File: config.mk
export PLATFORM = sky130hd
export DESIGN_NAME = mdu_seq
export DESIGN_NICKNAME = d
export VERILOG_FILES = /design/src/rtl/mdu_seq_pkg.sv /design/src/rtl/mdu_seq_div_step.sv /design/src/rtl/mdu_seq.sv
export SDC_FILE = /design/constraint.sdc
export NUM_CORES = 2
export LEC_CHECK = 0
export ABC_AREA = 1
export BUFFER_PORTS_ARGS = -buffer_cell sky130_fd_sc_hd__buf_2
export CELL_PAD_IN_SITES_DETAIL_PLACEMENT = 1
export CELL_PAD_IN_SITES_GLOBAL_PLACEMENT = 1
export CORE_MARGIN = 2
export CORE_UTILIZATION = 45
export DETAILED_ROUTE_END_ITERATION = 10
export PLACE_DENSITY_LB_ADDON = 0.2
export SYNTH_ARGS = -nofsm -noshare
export SYNTH_HDL_FRONTEND = slang
export SYNTH_SLANG_ARGS = --single-unit
File: constraint.sdc
create_clock -name clk -period 10.1 [get_ports clk]
set_clock_uncertainty 0.1 [all_clocks]
set_input_delay 0 -clock clk [delete_from_list [all_inputs] [get_ports clk]]
set_output_delay 0 -clock clk [all_outputs]
set_load 0.05 [all_outputs]
File: src/rtl/mdu_seq_pkg.sv
// Shared MDU definitions: ALU-decoder op encodings and sequencer states.
// Imported by the sequencer and its divide-step datapath.
package mdu_seq_pkg;

    localparam logic [7:0] EXE_MULT_OP  = 8'b0001_1000;
    localparam logic [7:0] EXE_MULTU_OP = 8'b0001_1001;
    localparam logic [7:0] EXE_DIV_OP   = 8'b0001_1010;
    localparam logic [7:0] EXE_DIVU_OP  = 8'b0001_1011;

    typedef enum logic [1:0] {
        IDLE = 2'd0,
        MUL  = 2'd1,
        DIV  = 2'd2,
        DONE = 2'd3
    } state_t;

    function automatic logic is_mdu_op(input logic [7:0] op);
        return (op == EXE_MULT_OP) || (op == EXE_MULTU_OP) ||
               (op == EXE_DIV_OP)  || (op == EXE_DIVU_OP);
    endfunction

endpackage

File: src/rtl/mdu_seq_div_step.sv
// One radix-2 restoring divide iteration on unsigned magnitudes.
// The quotient register shifts the dividend out as quotient bits shift in.
module div_step
    import mdu_seq_pkg::*;
#(
    parameter int WIDTH = 32
) (
    input  logic [WIDTH-1:0] rem,
    input  logic [WIDTH-1:0] quo,
    input  logic [WIDTH-1:0] dvs,
    output logic [WIDTH-1:0] rem_nxt,
    output logic [WIDTH-1:0] quo_nxt
);

    logic [WIDTH:0] shifted;
    logic [WIDTH:0] diff;

    // rem < dvs always holds, so bit WIDTH of diff is a clean borrow flag
    assign shifted = {rem, quo[WIDTH-1]};
    assign diff    = shifted - {1'b0, dvs};
    assign rem_nxt = diff[WIDTH] ? shifted[WIDTH-1:0] : diff[WIDTH-1:0];
    assign quo_nxt = {quo[WIDTH-2:0], ~diff[WIDTH]};

endmodule

File: src/rtl/mdu_seq.sv
// Multi-cycle multiply/divide sequencer for the EX stage.
// Stalls the pipe while busy and pulses a HI/LO write on completion.
module mdu_seq
    import mdu_seq_pkg::*;
#(
    parameter int WIDTH      = 32,
    parameter int MUL_CYCLES = 2
) (
    input  logic             clk,
    input  logic             rst,
    input  logic             flush,
    input  logic             valid_i,
    input  logic [7:0]       op_i,
    input  logic [WIDTH-1:0] a_i,
    input  logic [WIDTH-1:0] b_i,
    output logic             stall_o,
    output logic             busy_o,
    output logic             hilo_we_o,
    output logic [WIDTH-1:0] hi_o,
    output logic [WIDTH-1:0] lo_o
);

    localparam int CMAX = (WIDTH > MUL_CYCLES) ? WIDTH : MUL_CYCLES;
    localparam int CW   = $clog2(CMAX + 1);

    state_t             state;
    logic [CW-1:0]      count;
    logic [WIDTH-1:0]   opa;
    logic [WIDTH-1:0]   opb;
    logic [WIDTH-1:0]   rem;
    logic [WIDTH-1:0]   quo;
    logic               sgn_a;
    logic               sgn_b;
    logic               mul_signed;

    logic               start;
    logic               is_mul;
    logic               is_signed;
    logic [WIDTH-1:0]   mag_a;
    logic [WIDTH-1:0]   mag_b;
    logic [WIDTH-1:0]   rem_nxt;
    logic [WIDTH-1:0]   quo_nxt;
    logic [WIDTH-1:0]   q_fix;
    logic [WIDTH-1:0]   r_fix;
    logic [2*WIDTH-1:0] ext_a;
    logic [2*WIDTH-1:0] ext_b;
    logic [2*WIDTH-1:0] prod;

    assign start     = valid_i & ~flush & (state == IDLE) & is_mdu_op(op_i);
    assign is_mul    = (op_i == EXE_MULT_OP) || (op_i == EXE_MULTU_OP);
    assign is_signed = (op_i == EXE_MULT_OP) || (op_i == EXE_DIV_OP);
    assign mag_a     = (is_signed & a_i[WIDTH-1]) ? -a_i : a_i;
    assign mag_b     = (is_signed & b_i[WIDTH-1]) ? -b_i : b_i;

    // Sign-extending to 2*WIDTH makes the truncated product a true signed one
    assign ext_a = mul_signed ? {{WIDTH{opa[WIDTH-1]}}, opa} : {{WIDTH{1'b0}}, opa};
    assign ext_b = mul_signed ? {{WIDTH{opb[WIDTH-1]}}, opb} : {{WIDTH{1'b0}}, opb};
    assign prod  = ext_a * ext_b;

    div_step #(.WIDTH(WIDTH)) u_div_step (
        .rem     (rem),
        .quo     (quo),
        .dvs     (opb),
        .rem_nxt (rem_nxt),
        .quo_nxt (quo_nxt)
    );

    assign q_fix = (sgn_a ^ sgn_b) ? -quo_nxt : quo_nxt;
    assign r_fix = sgn_a ? -rem_nxt : rem_nxt;

    assign stall_o   = start | (((state == MUL) || (state == DIV)) & ~flush);
    assign busy_o    = (state != IDLE);
    assign hilo_we_o = (state == DONE) & ~flush;

    always_ff @(posedge clk) begin
        if (rst) begin
            state      <= IDLE;
            count      <= '0;
            opa        <= '0;
            opb        <= '0;
            rem        <= '0;
            quo        <= '0;
            sgn_a      <= 1'b0;
            sgn_b      <= 1'b0;
            mul_signed <= 1'b0;
            hi_o       <= '0;
            lo_o       <= '0;
        end else if (flush) begin
            state <= IDLE;
            count <= '0;
        end else begin
            unique case (state)
                IDLE: begin
                    if (start) begin
                        opa        <= a_i;
                        opb        <= is_mul ? b_i : mag_b;
                        quo        <= mag_a;
                        rem        <= '0;
                        sgn_a      <= is_signed & a_i[WIDTH-1];
                        sgn_b      <= is_signed & b_i[WIDTH-1];
                        mul_signed <= is_signed;
                        count      <= '0;
                        if (is_mul) begin
                            state <= MUL;
                        end else if (b_i == '0) begin
                            state <= DONE;
                            hi_o  <= a_i;
                            lo_o  <= '1;
                        end else begin
                            state <= DIV;
                        end
                    end
                end
                MUL: begin
                    count <= count + 1'b1;
                    if (count == CW'(MUL_CYCLES - 1)) begin
                        state <= DONE;
                        hi_o  <= prod[2*WIDTH-1:WIDTH];
                        lo_o  <= prod[WIDTH-1:0];
                    end
                end
                DIV: begin
                    rem   <= rem_nxt;
                    quo   <= quo_nxt;
                    count <= count + 1'b1;
                    if (count == CW'(WIDTH - 1)) begin
                        state <= DONE;
                        hi_o  <= r_fix;
                        lo_o  <= q_fix;
                    end
                end
                DONE: begin
                    state <= IDLE;
                end
                default: begin
                    state <= IDLE;
                end
            endcase
        end
    end

endmodule
# Word-level counts from Yosys, hierarchy flattened
# Cells that the tools add are included.
[word_totals]
reg_bits = 203
input_bits = 76
output_inout_bits = 67
[classes]
n_addsub = 6
n_mul = 1
eq_ne = 14
mux = 32
bitwise = 11
n_reduce_logical = 18
[op_table]
columns = ["op", "count"]
rows = [
  ["32-bit two-way mux", 18],
  ["32-bit one-hot mux with 3 select lines", 2],
  ["64-bit two-way mux", 2],
  ["32-bit negator", 4],
  ["32-bit one-hot mux with 2 select lines", 2],
  ["64-bit by 64-bit multiplier with 64-bit output", 1],
  ["33-bit by 32-bit subtractor with 33-bit output", 1],
  ["8-bit by 5-bit == test with 1-bit output, second input constant", 4],
  ["32-bit logical NOT", 1],
  ["6-bit one-hot mux with 2 select lines", 1],
  ["3-bit AND reduction", 3],
  ["2-bit two-way mux", 4],
  ["2-bit one-hot mux with 4 select lines", 1],
  ["1-bit bitwise AND", 7],
  ["7-bit AND reduction", 1],
  ["6-bit by 1-bit adder with 6-bit output, second input constant", 1],
  ["6-bit by 1-bit == test with 1-bit output, second input constant", 1],
  ["6-bit by 5-bit == test with 1-bit output, second input constant", 1],
  ["6-bit two-way mux", 1],
  ["2-bit by 1-bit != test with 1-bit output, second input constant", 3],
  ["2-bit nonzero test", 3],
  ["1-bit logical OR", 5],
  ["2-bit == test, second input constant", 2],
  ["2-bit != test, second input constant", 2],
  ["other kinds (9)", 11],
]

# Depth between registers and ports, before layout
[logic_depth]
ltp_word = 7
depth_mapped = 44
mapped_depth_nobuf = 43

# Modules after synthesis
# A second synthesis with hierarchy kept.
[hier_totals]
cells_unflattened = 8716
hier_area_um2 = 65027.4
[modules_own_cells]
columns = ["module", "instances", "cells_each", "area_per_inst_um2", "seq_area_each_um2"]
rows = [
  ["mdu_seq", 1, 8005, 61644.1, 4063.9],
  ["div_step", 1, 711, 3383.2, 0.0],
]

# Least setup slack after synthesis
# No wires, ideal clock.
[synth_path]
path_kind = "register to register"
start = "reg opa[31]"
end = "reg hi_o[31]"
arrival_time_ns = 8.800
required_ns = 9.869
slack_ns = 1.069
stages_incl_launch_ff = 39
path_cell_list = "dfxtp_1 > clkbuf_1 > nand2_1 > inv_1 > clkbuf_1 > nand2_1 > fa_1 > inv_1 > fa_1 > fa_1 > inv_1 > fa_1 > inv_1 > fa_1 > fa_1 > fa_1 > inv_1 > fa_1 > [... 3 more ...] > fa_1 > inv_1 > ha_1 > nand2_1 > nor3_1 > inv_1 > nor2_1 > inv_1 > nor3_1 > nand3_1 > nand2_1 > nand3_1 > nand3_1 > nand2_1 > inv_1 > nand2_1 > nand2_1 > a21oi_2"
[synth_between]
elab_chain_cells = 4
[synth_lines]
columns = ["item", "line_no", "source"]
rows = [
  ["start, declared", "mdu_seq.sv:28", "logic [WIDTH-1:0] opa;"],
  ["start signal, assigned", "mdu_seq.sv:95", "opa <= a_i;"],
  ["64-bit two-way mux", "mdu_seq.sv:56", "assign ext_a = mul_signed ? {{WIDTH{opa[WIDTH-1]}}, opa} : {{WIDTH{1'b0}}, opa};"],
  ["64-bit by 64-bit multiplier with 64-bit output", "mdu_seq.sv:58", "assign prod = ext_a * ext_b;"],
  ["32-bit two-way mux", "mdu_seq.sv:116", "if (count == CW'(MUL_CYCLES - 1)) begin"],
  ["32-bit one-hot mux with 3 select lines", "mdu_seq.sv:92", "unique case (state)"],
  ["end signal, assigned", "mdu_seq.sv:107", "hi_o <= a_i;"],
  ["end signal, assigned", "mdu_seq.sv:118", "hi_o <= prod[2*WIDTH-1:WIDTH];"],
  ["end signal, assigned", "mdu_seq.sv:128", "hi_o <= r_fix;"],
  ["end, declared", "mdu_seq.sv:19", "output logic [WIDTH-1:0] hi_o,"],
]
# Every way passes these cells. The select of a mux whose other input is x is not followed.
# A chain may end at the register's enable or synchronous reset.

# Final worst setup path
[layout_path]
start = "reg opa[7]"
end = "reg hi_o[2]"
# The elaborated chain is that of the path after synthesis.

==> reports/metrics.yaml <==
detailed_routing:
  via_per_inst: 5.35
  drt-wirelength-per-cell_um: 24.8
  route.met3.wl_mm: 14.2
  routed-wl-met2_mm: 128
  vias: 56500
  drtPass1Iterations: 6
  drt-met1-wl_mm: 104
  maxUsedRoutingLayer: "met5"
  initialDrtViolationCount: 3671
  drtAntennaViolNets: 0
  drt_drc_violations_left: 0
  routed_wirelength_mm: 262
logic_synthesis:
  syn-cell-area_sq_um: 64700
  cells_taking_the_most_area_after_synthesis: "sky130_fd_sc_hd__fa_1 (44%), sky130_fd_sc_hd__inv_1 (15%), sky130_fd_sc_hd__nand2_1 (11%), sky130_fd_sc_hd__ha_1 (6.8%), sky130_fd_sc_hd__dfxtp_1 (6.3%)"
  main_flop_type_after_synthesis: "sky130_fd_sc_hd__dfxtp_1"
  ys_seq_elements: 203
  post_synth.cell_area_avg_sq_um: 7.56
  postSynth.asyncResetShare_pct: 0
  synth_top_area_share_pct: 44.0
  ys_warn_count: 0
  postSynthCellCount: 8552
  synth-seq-area-share_pct: 6.28
  synth_edf_count: 0
  synth_nets: 10400
  synthDominantAreaCellType: "sky130_fd_sc_hd__fa_1"
  post_synth_num_cell_types: 61
setup_path:
  regToRegStartpoint: "opa[7]"
  timing.rr.end: "hi_o[2]"
  critical_path.startpoint: "opa[7]"
  endpoint_kind: "flop"
  timing.critical_path.fanout_max: 32
  timing.critical_path.arrival_ps: 10280
  critPathMaxStageDelay_ps: 660
  worst_path_class_setup: "reg2reg"
  worst-r2r-cell-count: 35
  timing.critical_path.mode_cell: "sky130_fd_sc_hd__fa_1"
  timing.critical_path.slowest_stage_cell: "sky130_fd_sc_hd__dfxtp_1"
  cp_data_required_time_ps: 10530
  minimum_setup_slack_among_reg_to_reg_paths_ps: 250
  startpoint_type: "flop"
clock_network:
  clk_pin_slew_ps: 70
  cts_sinks: 203
  tritoncts: "built"
  cts.path.max_buffers: 3
  clkLatencyLatePin_ps: 660
  root_buffer: "sky130_fd_sc_hd__clkbuf_16"
  h-tree-depth: 1
  cts_made_buffers: 31
power_and_ir_drop:
  p_per_area_nw_per_um2: 35.6
  irDropWorstVdd_uv: 149
  total_power_mw: 2.49
  power.static_leakage_nw: 40.3
cells_and_area:
  final_area_sq_um: 70000
  finalNetCount: 10471
  areaGrowthSynthToFinish_pct: 8.20
  final_util_pct: 48.9
  drive_gt1_share_pct: 5.98
sta:
  maxClockFrequency_ghz: 0.102
  report.final.slew_viol_count: 0
  min_period_over_period_pct: 97.5
  report.final.hold_viol_count: 0
  rsz0062_at_grt: "false"
  worst_slew_pin_slew_ps: 1140
  final_period_minus_worst_setup_slack_ps: 9850
  finalHoldWorstSlack_ps: 30.3
  report.final.setup_viol: 0
  worst_case_headroom_to_the_max_slew_limit_pct: 24.0
  setup_tns_ps: 0
outcome:
  run_status: "completed"
floorplan:
  placement_rows: 139
  floorplan.die_area_sq_um: 147000
  pin_count: 143
  fp.dieH_um: 383
  floorplan.initialDensity_pct: 45.2
  core_area_sq_um: 143000
  floorplan.die.width_um: 383
grt:
  antenna_found_initial: 18
  grt_max_degree: 81
  all_layer_gr_usage_pct: 36.4
  wire_length_of_the_first_global_routing_pass_mm: 397
  grt_overflow: 0
  via_count_of_the_first_global_routing_pass: 62864
hold_path:
  timing.hold.worst_endpoint: "opb[30]"
  hold_path_depth: 8
  min_delay_path_class: "in2reg"
  min-delay-start: "b_i[22]"
job:
  timing.max_cap.violations: 0
placement:
  io_buffers: 142
  hpwl_mm: 218
  placed_cell_area_sq_um: 67900
  gpl.final_weighted_congestion: 0.980
## flip-flops by register name, summed over array words and instances (netlist names)
register    flops
state           2
hi_o           32
mul_signed      1
opa            32
sgn_b           1
sgn_a           1
rem            32
lo_o           32
quo            32
opb            32
count           6
## metrics by stage
step | instances | setup slack (ps)
6_report | 10555 | 249
3_5_place_dp | 10397 | 178
5_1_grt | 10550 | 6.52
2_1_floorplan | 8552 | 1070
3_3_place_gp | 10397 | 237
4_1_cts | 10548 | 122
## cell families after synthesis
kind of cell / Yosys count / synth area share [%]
AOI/OAI and AO/OA: 800 / 6.92
xor gates and xnor gates: 105 / 1.44
adders and majority gates: 1772 / 50.8
buffers and inverters: 2966 / 17.4
and+or+nand+nor: 2706 / 17.2
DFF: 203 / 6.28
## worst max-delay path: cells and delay by family, from the launching register on
kind / cells / cell delay (ps)
buffers and inverters: 10 / 2010
flip-flops: 1 / 660
adder cells (fa/ha/maj): 11 / 4840
AO/OA/AOI/OAI: 7 / 840
AND/OR/NAND/NOR: 7 / 1220
## layout by cell type (no fill, tap or decap), types with 10 or more instances in the layout
cell type | netlist | layout
sky130_fd_sc_hd__inv_1 | 2572 | 2568
sky130_fd_sc_hd__nand2_1 | 1889 | 1889
sky130_fd_sc_hd__fa_1 | 1420 | 1419
sky130_fd_sc_hd__nor2_1 | 386 | 382
sky130_fd_sc_hd__a21oi_1 | 376 | 376
sky130_fd_sc_hd__ha_1 | 352 | 351
sky130_fd_sc_hd__o21ai_0 | 242 | 241
sky130_fd_sc_hd__nand3_1 | 212 | 211
sky130_fd_sc_hd__dfxtp_1 | 203 | 201
sky130_fd_sc_hd__buf_4 | 7 | 151
sky130_fd_sc_hd__buf_2 | 10 | 141
sky130_fd_sc_hd__dlygate4sd3_1 | 0 | 94
sky130_fd_sc_hd__xor2_1 | 59 | 59
sky130_fd_sc_hd__nor3_1 | 47 | 47
sky130_fd_sc_hd__xnor2_1 | 45 | 45
sky130_fd_sc_hd__o211ai_1 | 44 | 44
sky130_fd_sc_hd__a31oi_1 | 44 | 44
sky130_fd_sc_hd__nand2_2 | 35 | 35
sky130_fd_sc_hd__nand4_1 | 33 | 33
sky130_fd_sc_hd__clkbuf_16 | 0 | 31
sky130_fd_sc_hd__o221ai_1 | 27 | 27
sky130_fd_sc_hd__buf_12 | 0 | 23
sky130_fd_sc_hd__nor2_2 | 17 | 20
sky130_fd_sc_hd__nor4_1 | 18 | 18
sky130_fd_sc_hd__inv_2 | 13 | 16
sky130_fd_sc_hd__or2_2 | 14 | 14
sky130_fd_sc_hd__nand2_4 | 13 | 13
sky130_fd_sc_hd__a21o_1 | 11 | 11
sky130_fd_sc_hd__nand3b_1 | 10 | 10
## routing by layer
| metal | up-vias | GRT usage, % |
|---|---|---|
| li1 | 24677 | - |
| met1 | 29545 | 45.5 |
| met2 | 1717 | 62.4 |
| met3 | 543 | 4.38 |
| met4 | 18 | 17.9 |
| met5 | - | 0 |
## synthesized netlist by cell type (all sizes together), types with 33 or more instances
master,count
buf,36
nor3,48
o211ai,44
nor2,411
fa,1420
ha,352
o21ai,253
nand3,218
dfxtp,203
nand4,33
clkbuf,340
nand2,1938
xnor2,45
a31oi,44
a21oi,387
xor2,59
inv,2585
## power breakdown
part / switching, mW / internal (mW)
Clock: 0.520 / 0.704
Combinational: 0.329 / 0.132
Sequential: 0.00234 / 0.802
## timing repair
action                                  4_1_cts  5_1_grt
endpoints found under the setup margin        0       13
endpoints found under the hold margin       153        0
setup buffers                                 0        1
hold buffers                                 94        0
gates resized for setup                       0       17
## layout make-up
type	count	area [sq um]
Antenna cell	5	12.5
Tap cell	1903	2380
Inverter	2589	9720
Clock inverter	19	238
Timing Repair Buffer	414	3300
Multi-Input combinational cell	5383	49400
Timing Repair inverter	1	7.51
Fill cell	17903	73200
Clock buffer	38	852
Sequential cell	203	4070
## how the worst max path moves through the flow
stage,end,slack [ps],depth (start not counted)
global route,hi_o[2],7,34
finish,hi_o[2],250,35
detailed placement,hi_o[15],180,36
CTS,hi_o[8],120,33
global placement,hi_o[27],240,32
floorplan,hi_o[31],1070,38
(Power assumes the default switching activity.)
